<file path="src/rtl/screen_pkg.sv">
// Shared constants and types for the screen RAM fetch path.
package screen_pkg;

  localparam logic [14:0] SCREEN_BASE  = 15'h4000;
  localparam int          SCREEN_WORDS = 8192;
  localparam logic [14:0] KBD_ADDR     = 15'h6000;

  typedef enum logic [1:0] {
    IDLE,
    FETCH,
    DONE
  } fetch_state_t;

  // The screen occupies the 8K-word window whose top two address bits match SCREEN_BASE.
  function automatic logic is_screen_hit(input logic [14:0] address);
    return address[14:13] == SCREEN_BASE[14:13];
  endfunction

endpackage

</file>
<file path="src/rtl/word_fifo.sv">
// Synchronous show-ahead FIFO: the head word is visible on rdata whenever valid is high.
module word_fifo #(
  parameter int DEPTH = 4,
  parameter int WIDTH = 16
) (
  input  logic                       clock,
  input  logic                       reset,
  input  logic                       push,
  input  logic                       pop,
  input  logic                       flush,
  input  logic [WIDTH-1:0]           wdata,
  output logic [WIDTH-1:0]           rdata,
  output logic                       valid,
  output logic [$clog2(DEPTH):0]     count
);

  localparam int AW = $clog2(DEPTH);
  localparam int CW = AW + 1;

  logic [WIDTH-1:0] mem [DEPTH];
  logic [AW-1:0]    wr_ptr;
  logic [AW-1:0]    rd_ptr;
  logic             do_push;
  logic             do_pop;

  assign valid   = count != '0;
  assign do_pop  = pop && valid;
  assign do_push = push && ((count != CW'(DEPTH)) || do_pop);
  assign rdata   = valid ? mem[rd_ptr] : '0;

  // Flush beats any push or pop in the same cycle; the pointers wrap naturally at DEPTH.
  always_ff @(posedge clock) begin
    if (!reset || flush) begin
      wr_ptr <= '0;
      rd_ptr <= '0;
      count  <= '0;
    end else begin
      if (do_push) wr_ptr <= wr_ptr + AW'(1);
      if (do_pop)  rd_ptr <= rd_ptr + AW'(1);
      count <= count + CW'(do_push) - CW'(do_pop);
    end
  end

  always_ff @(posedge clock) begin
    if (do_push) mem[wr_ptr] <= wdata;
  end

endmodule

</file>
<file path="src/rtl/screen_fetch_arbiter.sv">
// Shares the single-port screen RAM between CPU data accesses (always granted) and
// sequential video prefetch into a show-ahead FIFO drained by the pixel serializer.
module screen_fetch_arbiter #(
  parameter int FIFO_DEPTH   = 4,
  parameter int SCREEN_WORDS = screen_pkg::SCREEN_WORDS
) (
  input  logic        clock,
  input  logic        reset,
  input  logic [14:0] cpu_address,
  input  logic        cpu_write,
  input  logic [15:0] cpu_wdata,
  output logic [15:0] cpu_rdata,
  output logic [12:0] ram_address,
  output logic        ram_write,
  output logic [15:0] ram_wdata,
  input  logic [15:0] ram_rdata,
  input  logic        frame_start,
  output logic        pix_valid,
  input  logic        pix_ready,
  output logic [15:0] pix_data,
  output logic [7:0]  underrun_count
);

  import screen_pkg::*;

  localparam int          CW       = $clog2(FIFO_DEPTH) + 1;
  localparam logic [12:0] LAST_PTR = 13'(SCREEN_WORDS - 1);

  fetch_state_t  state;
  fetch_state_t  state_next;
  logic [12:0]   ptr;
  logic [12:0]   last_address;
  logic          inflight;
  logic          cpu_read_q;
  logic          primed;
  logic          cpu_hit;
  logic          room;
  logic          fetch_issue;
  logic          last_issue;
  logic          restart;
  logic          fifo_pop;
  logic [CW-1:0] fifo_count;

  // No grants while reset is held so the RAM sees no traffic during reset.
  assign cpu_hit     = reset && is_screen_hit(cpu_address);
  assign room        = (int'(fifo_count) + int'(inflight)) < FIFO_DEPTH;
  assign fetch_issue = reset && (state == FETCH) && !cpu_hit && !frame_start && room;
  assign last_issue  = fetch_issue && (ptr == LAST_PTR);
  assign restart     = frame_start && (state == FETCH);
  assign fifo_pop    = pix_valid && pix_ready;
  assign cpu_rdata   = cpu_read_q ? ram_rdata : '0;

  always_ff @(posedge clock) begin
    if (!reset) state <= IDLE;
    else        state <= state_next;
  end

  always_comb begin
    state_next = state;
    case (state)
      IDLE, DONE: if (frame_start) state_next = FETCH;
      FETCH:      if (!frame_start && last_issue) state_next = DONE;
      default:    state_next = IDLE;
    endcase
  end

  // CPU owns the port on a hit; otherwise a fetch may use it, else the address bus parks.
  always_comb begin
    ram_address = last_address;
    ram_write   = 1'b0;
    ram_wdata   = '0;
    if (cpu_hit) begin
      ram_address = cpu_address[12:0];
      ram_write   = cpu_write;
      ram_wdata   = cpu_wdata;
    end else if (fetch_issue) begin
      ram_address = ptr;
    end
  end

  // Starvation only counts once the current frame has delivered its first word,
  // so the unavoidable fill latency after frame_start is not reported as underrun.
  always_ff @(posedge clock) begin
    if (!reset) begin
      ptr            <= '0;
      inflight       <= 1'b0;
      cpu_read_q     <= 1'b0;
      primed         <= 1'b0;
      last_address   <= '0;
      underrun_count <= '0;
    end else begin
      inflight     <= fetch_issue;
      cpu_read_q   <= cpu_hit && !cpu_write;
      last_address <= ram_address;
      if (frame_start)      ptr <= '0;
      else if (fetch_issue) ptr <= last_issue ? '0 : ptr + 13'd1;
      if (frame_start)      primed <= 1'b0;
      else if (inflight)    primed <= 1'b1;
      if (pix_ready && !pix_valid && (state == FETCH) && primed && (underrun_count != 8'hFF))
        underrun_count <= underrun_count + 8'd1;
    end
  end

  word_fifo #(
    .DEPTH (FIFO_DEPTH),
    .WIDTH (16)
  ) u_fifo (
    .clock (clock),
    .reset (reset),
    .push  (inflight),
    .pop   (fifo_pop),
    .flush (restart),
    .wdata (ram_rdata),
    .rdata (pix_data),
    .valid (pix_valid),
    .count (fifo_count)
  );

endmodule
</file>
<file path="config.mk">
export PLATFORM = sky130hd
export DESIGN_NAME = screen_fetch_arbiter
export DESIGN_NICKNAME = d
export VERILOG_FILES = /design/src/rtl/screen_pkg.sv /design/src/rtl/word_fifo.sv /design/src/rtl/screen_fetch_arbiter.sv
export SDC_FILE = /design/constraint.sdc
export NUM_CORES = 1
export LEC_CHECK = 0
export ABC_AREA = 1
export BUFFER_PORTS_ARGS = -buffer_cell sky130_fd_sc_hd__buf_2
export CORE_UTILIZATION = 49
export DETAILED_ROUTE_END_ITERATION = 6
export GPL_TIMING_DRIVEN = 0
export PLACE_DENSITY = 0.77
export SYNTH_ARGS = -nofsm -noshare
export SYNTH_HDL_FRONTEND = slang
export SYNTH_SLANG_ARGS = --single-unit
export TNS_END_PERCENT = 10
</file>
<file path="constraint.sdc">
create_clock -name clock -period 1.8 [get_ports clock]
set_input_delay 0.09 -clock clock [delete_from_list [all_inputs] [get_ports clock]]
set_output_delay 0.09 -clock clock [all_outputs]
set_load 0.05 [all_outputs]
</file>
==> load_flow_metrics.sql, run 1 <==
INSERT INTO impl_metrics (metric_group, metric, value, unit) VALUES
('outcome', 'result_of_the_run', 'finished with violations', ''),
('outcome', 'failing_checks', 'negative hold slack, negative setup slack', ''),
('synth', 'post-synth-top-count-cell', 'sky130_fd_sc_hd__nor2_1', ''),
('timing', 'final.hold.worst_slack', '-0.02562', 'ns'),
('synth', 'synthDistinctLibCells', '33', ''),
('synth', 'synthesis.instances', '638', ''),
('synth', 'synth_edf_count', '64', ''),
('finish', 'nNetsFinal', '881', ''),
('min_path', 'hold-path-endpoint', 'state[1]', ''),
('min_path', 'hold_path.startpoint', 'reset', ''),
('detailed_routing', 'postRouteAntennaNets', '0', ''),
('synth', 'netlist.area_leader.share', '36.15', '%'),
('clock_tree', 'worst_skew_pair.late_latency', '0.39', 'ns'),
('floorplan', 'start_util', '51.04', '%'),
('critical_path', 'worst_setup_path_end_kind', 'output pin', ''),
('floorplan', 'floorplan.die.width', '106.2', 'µm'),
('synth', 'synth-seq-cells', '112', ''),
('global_routing', 'largest_net_degree_at_the_start_of_global_routing', '22', ''),
('min_path', 'whs_path_depth', '2', ''),
('synth', 'post_synth_fa_ha_maj_area_fraction', '2.259', '%'),
('synth', 'synth_top_area_cell', 'sky130_fd_sc_hd__edfxtp_1', ''),
('timing', 'unrepaired_setup_endpoints_after_global_routing', 'yes', ''),
('floorplan', 'fp.dieArea', '11270', 'µm²'),
('critical_path', 'criticalPathCategory', 'flop to output pin', ''),
('floorplan', 'die_y', '106.2', 'µm'),
('place', 'post_detailed_placement_half_perimeter_wirelength', '8656', 'µm'),
('global_routing', 'grt_antenna_before_repair', '0', ''),
('clock_tree', 'cts_inserted_buffers', '9', ''),
('synth', 'sequential_area_share_after_synthesis', '54.22', '%'),
('global_routing', 'groute.usage.overall', '24.20', '%'),
('clock_tree', 'clock_pin_slew_reported_for_the_worst_setup_and_hold_paths_after_clock_tree_synthesis', '0.10', 'ns'),
('clock_tree', 'cts_max_path_buffers', '2', ''),
('timing', 'report.final.hold_viol_count', '3', ''),
('global_routing', 'grt_pass1_vias', '4548', ''),
('critical_path', 'cp_slowest_stage_delay', '0.38', 'ns'),
('synth', 'synth.area.mux_share', '0', '%'),
('detailed_routing', 'vias', '4948', ''),
('place', 'place_inst', '895', ''),
('synth', 'synth_compound_gate_area_share', '7.272', '%'),
('synth', 'yosys_warnings', '0', ''),
('power', 'leakage_power_total', '0.003308', 'µW'),
('critical_path', 'timing.critical_path.required', '1.71', 'ns'),
('power', 'peakVddDrop', '636.8', 'µV'),
('critical_path', 'crit_fanout', '5', ''),
('power', 'total_power', '7124', 'µW'),
('timing', 'timing.clock.skew', '0.01078', 'ns'),
('timing', 'crit_path_time_final', '2.034', 'ns'),
('finish', 'total_area_of_sequential_cells', '2895', 'µm²'),
('synth', 'syn_std_cell_area', '5316', 'µm²'),
('critical_path', 'crit_top_cell', 'sky130_fd_sc_hd__nand3_2', ''),
('synth', 'simple_gate_fraction_of_synth_area', '26.19', '%'),
('timing', 'achievable-frequency', '491.5', 'MHz'),
('critical_path', 'worst-path-stages', '11', ''),
('timing', 'max_slew.worst_pin.slew', '0.6502', 'ns'),
('critical_path', 'worst_path_buf_inv', '4', ''),
('critical_path', 'r2r_slack', '-0.13', 'ns'),
('floorplan', 'placeable_core_region', '10420', 'µm²'),
('global_routing', 'global_route.overflow_total', '0', ''),
('timing', 'post-route-period-util', '113.0', '%'),
('clock_tree', 'tritoncts_sinks', '112', ''),
('synth', 'syn-num-nets', '699', ''),
('clock_tree', 'clock_tree.root_cell', 'sky130_fd_sc_hd__clkbuf_8', ''),
('synth', 'synth_top_cells_by_area', 'sky130_fd_sc_hd__edfxtp_1 36%, sky130_fd_sc_hd__dfxtp_1 18%, sky130_fd_sc_hd__nor2_1 10%', ''),
('finish', 'post_route_cells_drive_above_1_share', '35.88', '%'),
('timing', 'setup_slack', '-0.2344', 'ns'),
('timing', 'finalSetupViolations', '17', ''),
('finish', 'antennaDiodeCount', '0', ''),
('finish', 'multi_input_comb_area', '2293', 'µm²'),
('job', 'max-cap-violations', '0', ''),
('floorplan', 'rows', '37', ''),
('synth', 'postSynth.asyncResetShare', '0', '%');
where the power goes:
group / switching [µW] / internal, µW / total (µW)
Combinational: 1880 / 945 / 2820
Clock: 918 / 539 / 1460
Sequential: 57.8 / 2790 / 2850
repair_timing:
| item | 4_1_cts | 5_1_grt |
|---|---|---|
| cloned | 1 | 1 |
| hold endpoints to repair | 69 | 3 |
| setup buffers | 20 | 12 |
| pin swaps | 14 | 32 |
| setup endpoints to repair | 105 | 105 |
| resized for setup | 78 | 107 |
layer usage:
metal	share of wire (%)	vias up	global-route usage, %
met1	40	2332	29.06
met3	4.8	27	3.433
met4	2.0	0	7.738
li1	-	2410	-
met5	0	-	0
met2	53	179	44.34
how the worst max path moves through the flow:
stage                          startpoint           endpoint  slack, ns
after global placement    u_fifo.count[0]  u_fifo.mem[1][10]      -0.50
after floorplan           u_fifo.count[0]    u_fifo.count[2]      -0.05
after global routing             state[0]     ram_address[7]      -0.32
final                     u_fifo.count[2]     ram_address[7]      -0.23
after CTS                 u_fifo.count[1]     ram_address[6]      -0.21
after detailed placement  u_fifo.count[0]  u_fifo.mem[1][10]      -0.15
cell type report:
| type | instances | area share, % |
|---|---|---|
| flip-flops and latches | 112 | 39.38 |
| multi-input cells | 415 | 31.19 |
| repair buffers | 172 | 17.17 |
| inverters | 85 | 4.476 |
| plain buffers | 25 | 2.791 |
| well taps | 136 | 2.314 |
| clock buffers | 9 | 1.685 |
| clock inverters | 7 | 0.9871 |
layout by cell type (no fill, tap or decap), drive strengths merged, types with 18 or more instances in the layout:
master,netlist,final
buf,11,163
nor2,147,147
nand2,104,104
inv,85,87
edfxtp,64,64
dfxtp,48,48
nand3,42,42
o21ai,41,41
a21oi,32,32
clkbuf,15,25
dlygate4sd3,0,18
cell families after synthesis:
logic type | count (synthesis)
flip-flops | 112
buffers and inverters | 111
adder cells (fa/ha/maj) | 9
AND/OR/NAND/NOR | 321
AO/OA/AOI/OAI | 76
XOR/XNOR | 9
flip-flops by register name, indices dropped and copies added (netlist names), named ones only:
register	flops
ptr	13
state	2
cpu_read_q	1
u_fifo.count	3
u_fifo.mem	64
u_fifo.rd_ptr	2
last_address	13
underrun_count	8
u_fifo.wr_ptr	2
inflight	1
primed	1
through the flow:
stage / instance area (µm²) / setup WS [ns]
3_5_place_dp: 6130 / -0.1538
6_report: 7352 / -0.2344
5_1_grt: 7352 / -0.3158
4_1_cts: 6913 / -0.2133
3_3_place_gp: 6120 / -0.4983
2_1_floorplan: 5344 / -0.05087
worst reg2reg max path, delay by kind of cell, from the launching register on:
kind	cells	cell delay (ns)
flip-flops	1	0.37
XOR/XNOR	1	0.13
AND/OR/NAND/NOR	4	0.30
buffers and inverters	3	0.31
adder cells (fa/ha/maj)	2	0.69
Power figures use the tool's default switching activity.
==> run 2, diff against run 1 <==
- CORE_ASPECT_RATIO: not set -> 0.6
- SYNTH_HIERARCHICAL: not set -> 1
==> run 2 against run 1 <==
The run ends with negative setup slack left. Critical path depth is 2 higher. Non-clock buffer count is 26 lower. Cell count is 3.7% lower. Worst hold slack better by 0.059 ns. Combinational power is 80% lower. Critical path type is now flop to flop.
==> load_flow_metrics.sql, run 2 <==
INSERT INTO impl_metrics (metric_group, metric, value, unit) VALUES
('outcome', 'result_of_the_run', 'finished with violations', ''),
('outcome', 'failing_checks', 'negative setup slack', ''),
('global_routing', 'grt_pass1_wl', '20870', 'µm'),
('detailed_routing', 'drc', '0', ''),
('clock_tree', 'cts_inserted_buffers', '9', ''),
('floorplan', 'fp.dieArea', '11200', 'µm²'),
('timing', 'final_max_slew_viol_count', '0', ''),
('timing', 'report.final.hold_viol_count', '0', ''),
('synth', 'synth_edf_count', '64', ''),
('power', 'cellInternalPower', '3995', 'µW'),
('floorplan', 'rows', '28', ''),
('critical_path', 'reg2reg_from', 'u_fifo/count[0]', ''),
('floorplan', 'start_util', '51.91', '%'),
('timing', 'finalSetupViolations', '41', ''),
('synth', 'netlist.area_leader.share', '36.44', '%'),
('detailed_routing', 'vias', '4646', ''),
('power', 'power_per_cell_area', '764.3', 'nW/µm²'),
('synth', 'synth_top_area_cell', 'sky130_fd_sc_hd__edfxtp_1', ''),
('critical_path', 'worst_path_buf_inv', '3', ''),
('finish', 'post_route_cells_drive_above_1_share', '27.59', '%'),
('synth', 'synth-seq-cells', '112', ''),
('power', 'power_switching', '1286', 'µW'),
('finish', 'flow.area_growth_from_synthesis', '31.03', '%'),
('place', 'pre_cts_slack', '-0.4563', 'ns'),
('floorplan', 'placeable_core_region', '10160', 'µm²'),
('timing', 'setup_tns', '-3.288', 'ns'),
('critical_path', 'crit_top_cell', 'sky130_fd_sc_hd__nand2_4', ''),
('detailed_routing', 'vias_per_cell', '5.023', ''),
('clock_tree', 'cts_max_path_buffers', '2', ''),
('place', 'post_detailed_placement_half_perimeter_wirelength', '9290', 'µm'),
('global_routing', 'largest_net_degree_at_the_start_of_global_routing', '19', ''),
('critical_path', 'cp_cell_sequence', 'nor2_4, nand2_8, nand2_4, inv_4, nor2_4, nand2_4, nand2_4, ha_4, inv_2, ha_4, inv_2, fa_2, nor2_1', ''),
('timing', 'max-slew-margin-rel', '38.37', '%'),
('power', 'share_clk_of_total_power', '37.5', '%'),
('finish', 'largest_register_ffs', '64', ''),
('floorplan', 'io_pins', '123', ''),
('synth', 'synthDistinctLibCells', '30', ''),
('place', 'routabilityCongestion', '0.8777', ''),
('power', 'peakVddDrop', '558.8', 'µV'),
('critical_path', 'worst_path_dominant_cell_family', 'adder cells', ''),
('clock_tree', 'cts_tree', 'done', ''),
('finish', 'max_flop_register', 'u_fifo/mem', ''),
('global_routing', 'groute.usage.overall', '24.72', '%'),
('min_path', 'holdCritPathClass', 'primary input to flop', ''),
('timing', 'timing.clock.skew', '0.008610', 'ns'),
('power', 'comb_power_share', '10.6', '%'),
('timing', 'setup_slack', '-0.3174', 'ns'),
('critical_path', 'crit_fanout', '5', ''),
('power', 'share_of_total_power_in_sequential_cells', '51.8', '%'),
('finish', 'regs_by_ff_count', 'u_fifo/mem x64, last_address x13, ptr x13', ''),
('power', 'power.share.switching', '24.35', '%'),
('global_routing', 'grt_antenna_before_repair', '0', ''),
('clock_tree', 'clock_pin_slew_reported_for_the_worst_setup_and_hold_paths_after_clock_tree_synthesis', '0.07', 'ns'),
('detailed_routing', 'finalWirelength', '13400', 'µm'),
('critical_path', 'criticalPathCategory', 'flop to flop', ''),
('finish', 'nNetsFinal', '846', ''),
('min_path', 'hold_path.startpoint', 'cpu_address[0]', ''),
('synth', 'synth_top_cells_by_area', 'sky130_fd_sc_hd__edfxtp_1 36%, sky130_fd_sc_hd__dfxtp_1 18%, sky130_fd_sc_hd__nor2_1 9.0%', ''),
('synth', 'yosys_warnings', '6', ''),
('clock_tree', 'worst_skew_pair.late_latency', '0.35', 'ns'),
('global_routing', 'global_route.overflow_total', '0', ''),
('critical_path', 'start_kind', 'flop', ''),
('timing', 'post-route-period-util', '117.6', '%'),
('place', 'number_of_buffers_inserted_by_port_buffering', '122', ''),
('critical_path', 'cp_slowest_stage_delay', '0.51', 'ns'),
('power', 'leakage_power_total', '0.003229', 'µW'),
('synth', 'commonest_cells_in_the_synthesized_netlist', '127 x sky130_fd_sc_hd__nor2_1, 117 x sky130_fd_sc_hd__nand2_1, 86 x sky130_fd_sc_hd__inv_1', ''),
('synth', 'sequential_area_share_after_synthesis', '54.66', '%'),
('detailed_routing', 'drt-initial-drc-count', '384', ''),
('clock_tree', 'cts_max_level', '3', ''),
('critical_path', 'critical_path.slowest_cell', 'sky130_fd_sc_hd__fa_2', ''),
('synth', 'postSynthAreaPerCell', '8.425', 'µm²'),
('critical_path', 'cp-startpoint', 'u_fifo/count[0]', ''),
('clock_tree', 'clock_tree.root_cell', 'sky130_fd_sc_hd__clkbuf_16', ''),
('critical_path', 'worst_setup_path_end_kind', 'flop', ''),
('finish', 'layout_common_cells', '121 x sky130_fd_sc_hd__nor2_1, 112 x sky130_fd_sc_hd__nand2_1, 102 x sky130_fd_sc_hd__buf_2', ''),
('critical_path', 'timing.critical_path.required', '2.04', 'ns'),
('global_routing', 'grt_pass1_vias', '4305', ''),
('finish', 'antennaDiodeCount', '0', ''),
('job', 'max-cap-violations', '0', ''),
('clock_tree', 'tritoncts_sinks', '112', ''),
('floorplan', 'floorplan.die.width', '135.9', 'µm'),
('synth', 'postSynth.asyncResetShare', '0', '%'),
('finish', 'most_common_cell_after_layout_fill_and_taps_aside', 'sky130_fd_sc_hd__nor2_1', ''),
('detailed_routing', 'detailed_routing_iteration_count_for_the_pre_antenna_repair_pass', '5', ''),
('timing', 'max_slew.worst_pin.slew', '0.9234', 'ns'),
('synth', 'syn-num-nets', '687', ''),
('critical_path', 'arrival', '2.36', 'ns'),
('floorplan', 'die_y', '82.36', 'µm'),
('synth', 'syn_std_cell_area', '5274', 'µm²'),
('synth', 'ys.flop_type', 'sky130_fd_sc_hd__edfxtp_1', ''),
('synth', 'post-synth-top-count-cell', 'sky130_fd_sc_hd__nor2_1', ''),
('detailed_routing', 'wl_per_cell', '14.49', 'µm'),
('detailed_routing', 'postRouteAntennaNets', '0', ''),
('timing', 'crit_path_time_final', '2.117', 'ns'),
('timing', 'achievable-frequency', '472.3', 'MHz'),
('synth', 'synthesis.instances', '626', ''),
('timing', 'unrepaired_setup_endpoints_after_global_routing', 'yes', '');
-- run 2: cell types whose count changed in the layout (fill, tap and decap cells not counted), moves of 11 or more --
cell,before,now
sky130_fd_sc_hd__o21ai_0,39,5
sky130_fd_sc_hd__inv_1,67,82
sky130_fd_sc_hd__inv_2,16,5
sky130_fd_sc_hd__clkbuf_8,11,0
sky130_fd_sc_hd__buf_8,13,1
sky130_fd_sc_hd__o21ai_1,2,34
sky130_fd_sc_hd__nand2_2,21,2
sky130_fd_sc_hd__buf_4,40,17
sky130_fd_sc_hd__nand2_1,77,112
sky130_fd_sc_hd__or2_2,13,0
sky130_fd_sc_hd__nand3_1,18,33
sky130_fd_sc_hd__nor2_1,132,121
sky130_fd_sc_hd__buf_6,13,25
-- run 2: logic make-up (layout without fill, tap and decap cells) --
family | count (synthesis) | count (layout) | synth area share, %
simple gates | 309 | 309 | 24.46
fa+ha+maj | 9 | 9 | 2.278
compound gates | 72 | 72 | 6.928
flops | 112 | 112 | 54.66
buf+inv | 115 | 279 | 10.18
xor+xnor | 9 | 9 | 1.495
-- run 2: worst register-to-register path: stages (launching register included) --
cell	delay (ns)
sky130_fd_sc_hd__dfxtp_4	0.37
sky130_fd_sc_hd__nor2_4	0.19
sky130_fd_sc_hd__nand2_8	0.07
sky130_fd_sc_hd__nand2_4	0.06
sky130_fd_sc_hd__inv_4	0.04
sky130_fd_sc_hd__nor2_4	0.10
sky130_fd_sc_hd__nand2_4	0.08
sky130_fd_sc_hd__nand2_4	0.13
sky130_fd_sc_hd__ha_4	0.21
sky130_fd_sc_hd__inv_2	0.06
sky130_fd_sc_hd__ha_4	0.12
sky130_fd_sc_hd__inv_2	0.04
sky130_fd_sc_hd__fa_2	0.51
sky130_fd_sc_hd__nor2_1	0.04
-- run 2: stage by stage --
step	cell area [µm²]	cells	utilization, %	total power [µW]	hold slack, ns
3_3_place_gp	6087	883	59.91	3255	0.2918
2_1_floorplan	5308	626	-	3106	0.1624
6_report	6910	925	68.02	5282	0.03343
3_5_place_dp	6107	885	60.11	3271	0.2928
5_1_grt	6910	925	68.02	5448	0.04056
4_1_cts	6815	924	67.08	5302	0.02554
-- run 2: power by group through the flow --
stage / Sequential, µW / Clock (µW) / Combinational, µW
after global placement: 2800 / 0 / 458
final: 2740 / 1980 / 561
after detailed placement: 2800 / 0 / 473
after floorplan: 2800 / 0 / 309
after CTS: 2740 / 2020 / 546
after global routing: 2740 / 2100 / 605
-- run 2: worst paths after layout --
path	endpoint	slack, ns	depth (start not counted)
max	u_fifo/count[1]	-0.32	13
min	last_address[0]	0.03	3
max reg2reg	u_fifo/count[1]	-0.32	13
min reg2reg	flop	0.51	2
-- run 2: layout make-up --
cell class,instances,area (µm²)
fillers,801,3249
flip-flops and latches,112,2893
multi-input cells,399,2036
repair buffers,148,963.4
inverters,92,357.8
clock buffers,9,225.2
plain buffers,23,195.2
well taps,135,168.9
clock inverters,7,71.32
-- run 2: routing by layer --
layer	vias to the layer above	global-route usage [%]	part of all wire, %	wire length [µm]
li1	2310	-	-	-
met1	2165	34.62	47	6243
met2	155	39.18	46	6109
met3	16	4.762	6.8	905
met4	0	7.333	1.1	142
met5	-	0	0	0
-- run 2: repair_timing --
| action | 4_1_cts | 5_1_grt |
|---|---|---|
| setup buffers | 6 | 1 |
| hold endpoints to repair | 65 | 0 |
| gates resized for setup | 59 | 31 |
| hold buffers | 17 | 0 |
| pin swaps | 6 | 5 |
| setup endpoints to repair | 90 | 95 |
==> run 3, diff against run 2 <==
- HOLD_SLACK_MARGIN: not set -> 0.15
==> run 3 against run 2 <==
The flow still finishes with violations (negative setup slack). Power grew 0.58%. Worst setup slack gained 0.0044 ns. Die area is the same.
==> load_flow_metrics.sql, run 3 (synthesis gave the netlist of run 2 again) <==
INSERT INTO impl_metrics (metric_group, metric, value, unit) VALUES
('outcome', 'result_of_the_run', 'finished with violations', ''),
('outcome', 'failing_checks', 'negative setup slack', ''),
('floorplan', 'start_util', '51.91', '%'),
('timing', 'final_max_slew_viol_count', '0', ''),
('finish', 'max_flop_register', 'u_fifo/mem', ''),
('floorplan', 'rows', '28', ''),
('clock_tree', 'cts_tree', 'done', ''),
('critical_path', 'worst_path_dominant_cell_family', 'adder cells', ''),
('finish', 'regs_by_ff_count', 'u_fifo/mem x64, last_address x13, ptr x13', ''),
('floorplan', 'fp.dieArea', '11200', 'µm²'),
('place', 'placed_area', '6107', 'µm²'),
('detailed_routing', 'drc', '0', ''),
('power', 'cellInternalPower', '4017', 'µW'),
('finish', 'nNetsFinal', '861', ''),
('timing', 'finalSetupViolations', '41', ''),
('floorplan', 'placeable_core_region', '10160', 'µm²'),
('min_path', 'holdCritPathClass', 'primary input to flop', ''),
('critical_path', 'cp_slowest_stage_delay', '0.51', 'ns'),
('floorplan', 'floorplan.die.width', '135.9', 'µm'),
('critical_path', 'worst_path_buf_inv', '3', ''),
('power', 'peakVddDrop', '559.0', 'µV'),
('critical_path', 'worst_setup_path_end_kind', 'flop', ''),
('place', 'post_detailed_placement_half_perimeter_wirelength', '9290', 'µm'),
('floorplan', 'io_pins', '123', ''),
('power', 'comb_power_share', '11.1', '%'),
('power', 'power_per_cell_area', '752.4', 'nW/µm²'),
('global_routing', 'grt_pass1_vias', '4423', ''),
('detailed_routing', 'drt-initial-drc-count', '369', ''),
('timing', 'crit_path_time_final', '2.113', 'ns'),
('critical_path', 'crit_fanout', '5', ''),
('timing', 'timing.clock.skew', '0.009332', 'ns'),
('global_routing', 'grt_pass1_wl', '21420', 'µm'),
('power', 'power.share.switching', '24.39', '%'),
('place', 'routabilityCongestion', '0.8777', ''),
('timing', 'max-slew-margin-rel', '38.28', '%'),
('detailed_routing', 'vias', '4736', ''),
('power', 'leakage_power_total', '0.003293', 'µW'),
('finish', 'post_route_cells_drive_above_1_share', '27.08', '%'),
('clock_tree', 'cts_max_path_buffers', '2', ''),
('place', 'pre_cts_slack', '-0.4563', 'ns'),
('critical_path', 'criticalPathCategory', 'flop to flop', ''),
('timing', 'unrepaired_setup_endpoints_after_global_routing', 'yes', ''),
('critical_path', 'arrival', '2.35', 'ns'),
('timing', 'setup_slack', '-0.3130', 'ns'),
('critical_path', 'start_kind', 'flop', ''),
('finish', 'postLayoutCellArea', '7061', 'µm²'),
('critical_path', 'crit_top_cell', 'sky130_fd_sc_hd__nand2_4', ''),
('place', 'number_of_buffers_inserted_by_port_buffering', '122', ''),
('detailed_routing', 'vias_per_cell', '5.038', ''),
('power', 'total_power', '5312', 'µW'),
('timing', 'report.final.hold_viol_count', '0', ''),
('global_routing', 'grt_antenna_before_repair', '0', ''),
('clock_tree', 'cts_inserted_buffers', '9', ''),
('power', 'share_clk_of_total_power', '37.3', '%'),
('timing', 'post-route-period-util', '117.4', '%'),
('finish', 'flow.area_growth_from_synthesis', '33.88', '%'),
('critical_path', 'timing.critical_path.required', '2.04', 'ns'),
('clock_tree', 'clock_pin_slew_reported_for_the_worst_setup_and_hold_paths_after_clock_tree_synthesis', '0.07', 'ns'),
('clock_tree', 'tritoncts_sinks', '112', ''),
('detailed_routing', 'postRouteAntennaNets', '0', ''),
('detailed_routing', 'finalWirelength', '13780', 'µm'),
('power', 'power_switching', '1296', 'µW'),
('global_routing', 'groute.usage.overall', '25.39', '%'),
('place', 'place_inst', '885', ''),
('timing', 'max_slew.worst_pin.slew', '0.9249', 'ns'),
('detailed_routing', 'wl_per_cell', '14.66', 'µm'),
('power', 'share_of_total_power_in_sequential_cells', '51.5', '%'),
('finish', 'most_common_cell_after_layout_fill_and_taps_aside', 'sky130_fd_sc_hd__nor2_1', ''),
('global_routing', 'global_route.overflow_total', '0', ''),
('clock_tree', 'worst_skew_pair.late_latency', '0.35', 'ns'),
('finish', 'fill_cells', '780', ''),
('detailed_routing', 'detailed_routing_iteration_count_for_the_pre_antenna_repair_pass', '5', ''),
('finish', 'antennaDiodeCount', '0', ''),
('finish', 'layout.cells.non_filler', '940', ''),
('critical_path', 'cp_cell_sequence', 'nor2_4, nand2_8, nand2_4, inv_4, nor2_4, nand2_4, nand2_4, ha_4, inv_2, ha_4, inv_2, fa_2, nor2_1', ''),
('timing', 'setup_tns', '-3.172', 'ns'),
('finish', 'largest_register_ffs', '64', ''),
('global_routing', 'largest_net_degree_at_the_start_of_global_routing', '19', ''),
('floorplan', 'die_y', '82.36', 'µm'),
('clock_tree', 'cts_max_level', '3', ''),
('clock_tree', 'clock_tree.root_cell', 'sky130_fd_sc_hd__clkbuf_16', ''),
('job', 'max-cap-violations', '0', ''),
('critical_path', 'critical_path.slowest_cell', 'sky130_fd_sc_hd__fa_2', ''),
('timing', 'achievable-frequency', '473.3', 'MHz'),
('finish', 'layout_common_cells', '121 x sky130_fd_sc_hd__nor2_1, 112 x sky130_fd_sc_hd__nand2_1, 102 x sky130_fd_sc_hd__buf_2', '');
-- run 3: final timing paths --
| path | from | end | slack (ns) | depth (start not counted) |
|---|---|---|---|---|
| setup / recovery | u_fifo/count[0] | u_fifo/count[1] | -0.31 | 13 |
| hold / removal | reset | u_fifo/count[2] | 0.17 | 5 |
| setup reg to reg | u_fifo/count[0] | u_fifo/count[1] | -0.31 | 13 |
| hold reg to reg | underrun_count[0] | underrun_count[0] | 0.51 | 2 |
-- run 3: routing by layer --
layer,up-vias,share of wire [%],GRT usage [%]
met5,-,0,0
met4,0,1.0,7.333
met3,14,6.2,4.762
met2,158,46,41.02
met1,2226,47,35.13
li1,2338,-,-
-- run 3: cell type report --
type / instances / area, µm² / share of cell area, %
flip-flops and latches: 112 / 2893 / 40.97
clock buffers: 9 / 225.2 / 3.190
inverters: 92 / 357.8 / 5.068
clock inverters: 7 / 71.32 / 1.010
well taps: 135 / 168.9 / 2.392
multi-input cells: 399 / 2036 / 28.83
repair buffers: 163 / 1114 / 15.77
plain buffers: 23 / 195.2 / 2.764
-- run 3: worst min-delay path, delay by kind of cell --
family | cells | cell delay (ns)
AND/OR/NAND/NOR | 3 | 0.23
buffers and inverters | 2 | 0.16
-- run 3: timing repair --
| item | CTS | global route |
|---|---|---|
| pin swaps | 6 | 5 |
| resized for setup | 59 | 31 |
| hold buffers | 32 | 0 |
| endpoints found under the setup margin | 90 | 93 |
| endpoints found under the hold margin | 82 | 0 |
| buffers inserted | 6 | 1 |
-- run 3: power by group through the flow --
stage	sequential, µW	clock, µW	combinational, µW
5_1_grt	2740	2100	634
6_report	2740	1980	590
3_3_place_gp	2800	0	458
3_5_place_dp	2800	0	473
4_1_cts	2740	2020	572
2_1_floorplan	2800	0	309
-- run 3: metrics by stage --
step / hold WS [ns] / utilization, %
finish: 0.1651 / 69.50
global route: 0.1787 / 69.50
CTS: 0.1602 / 68.56
detailed placement: 0.2928 / 60.11
global placement: 0.2918 / 59.91
floorplan: 0.1624 / -
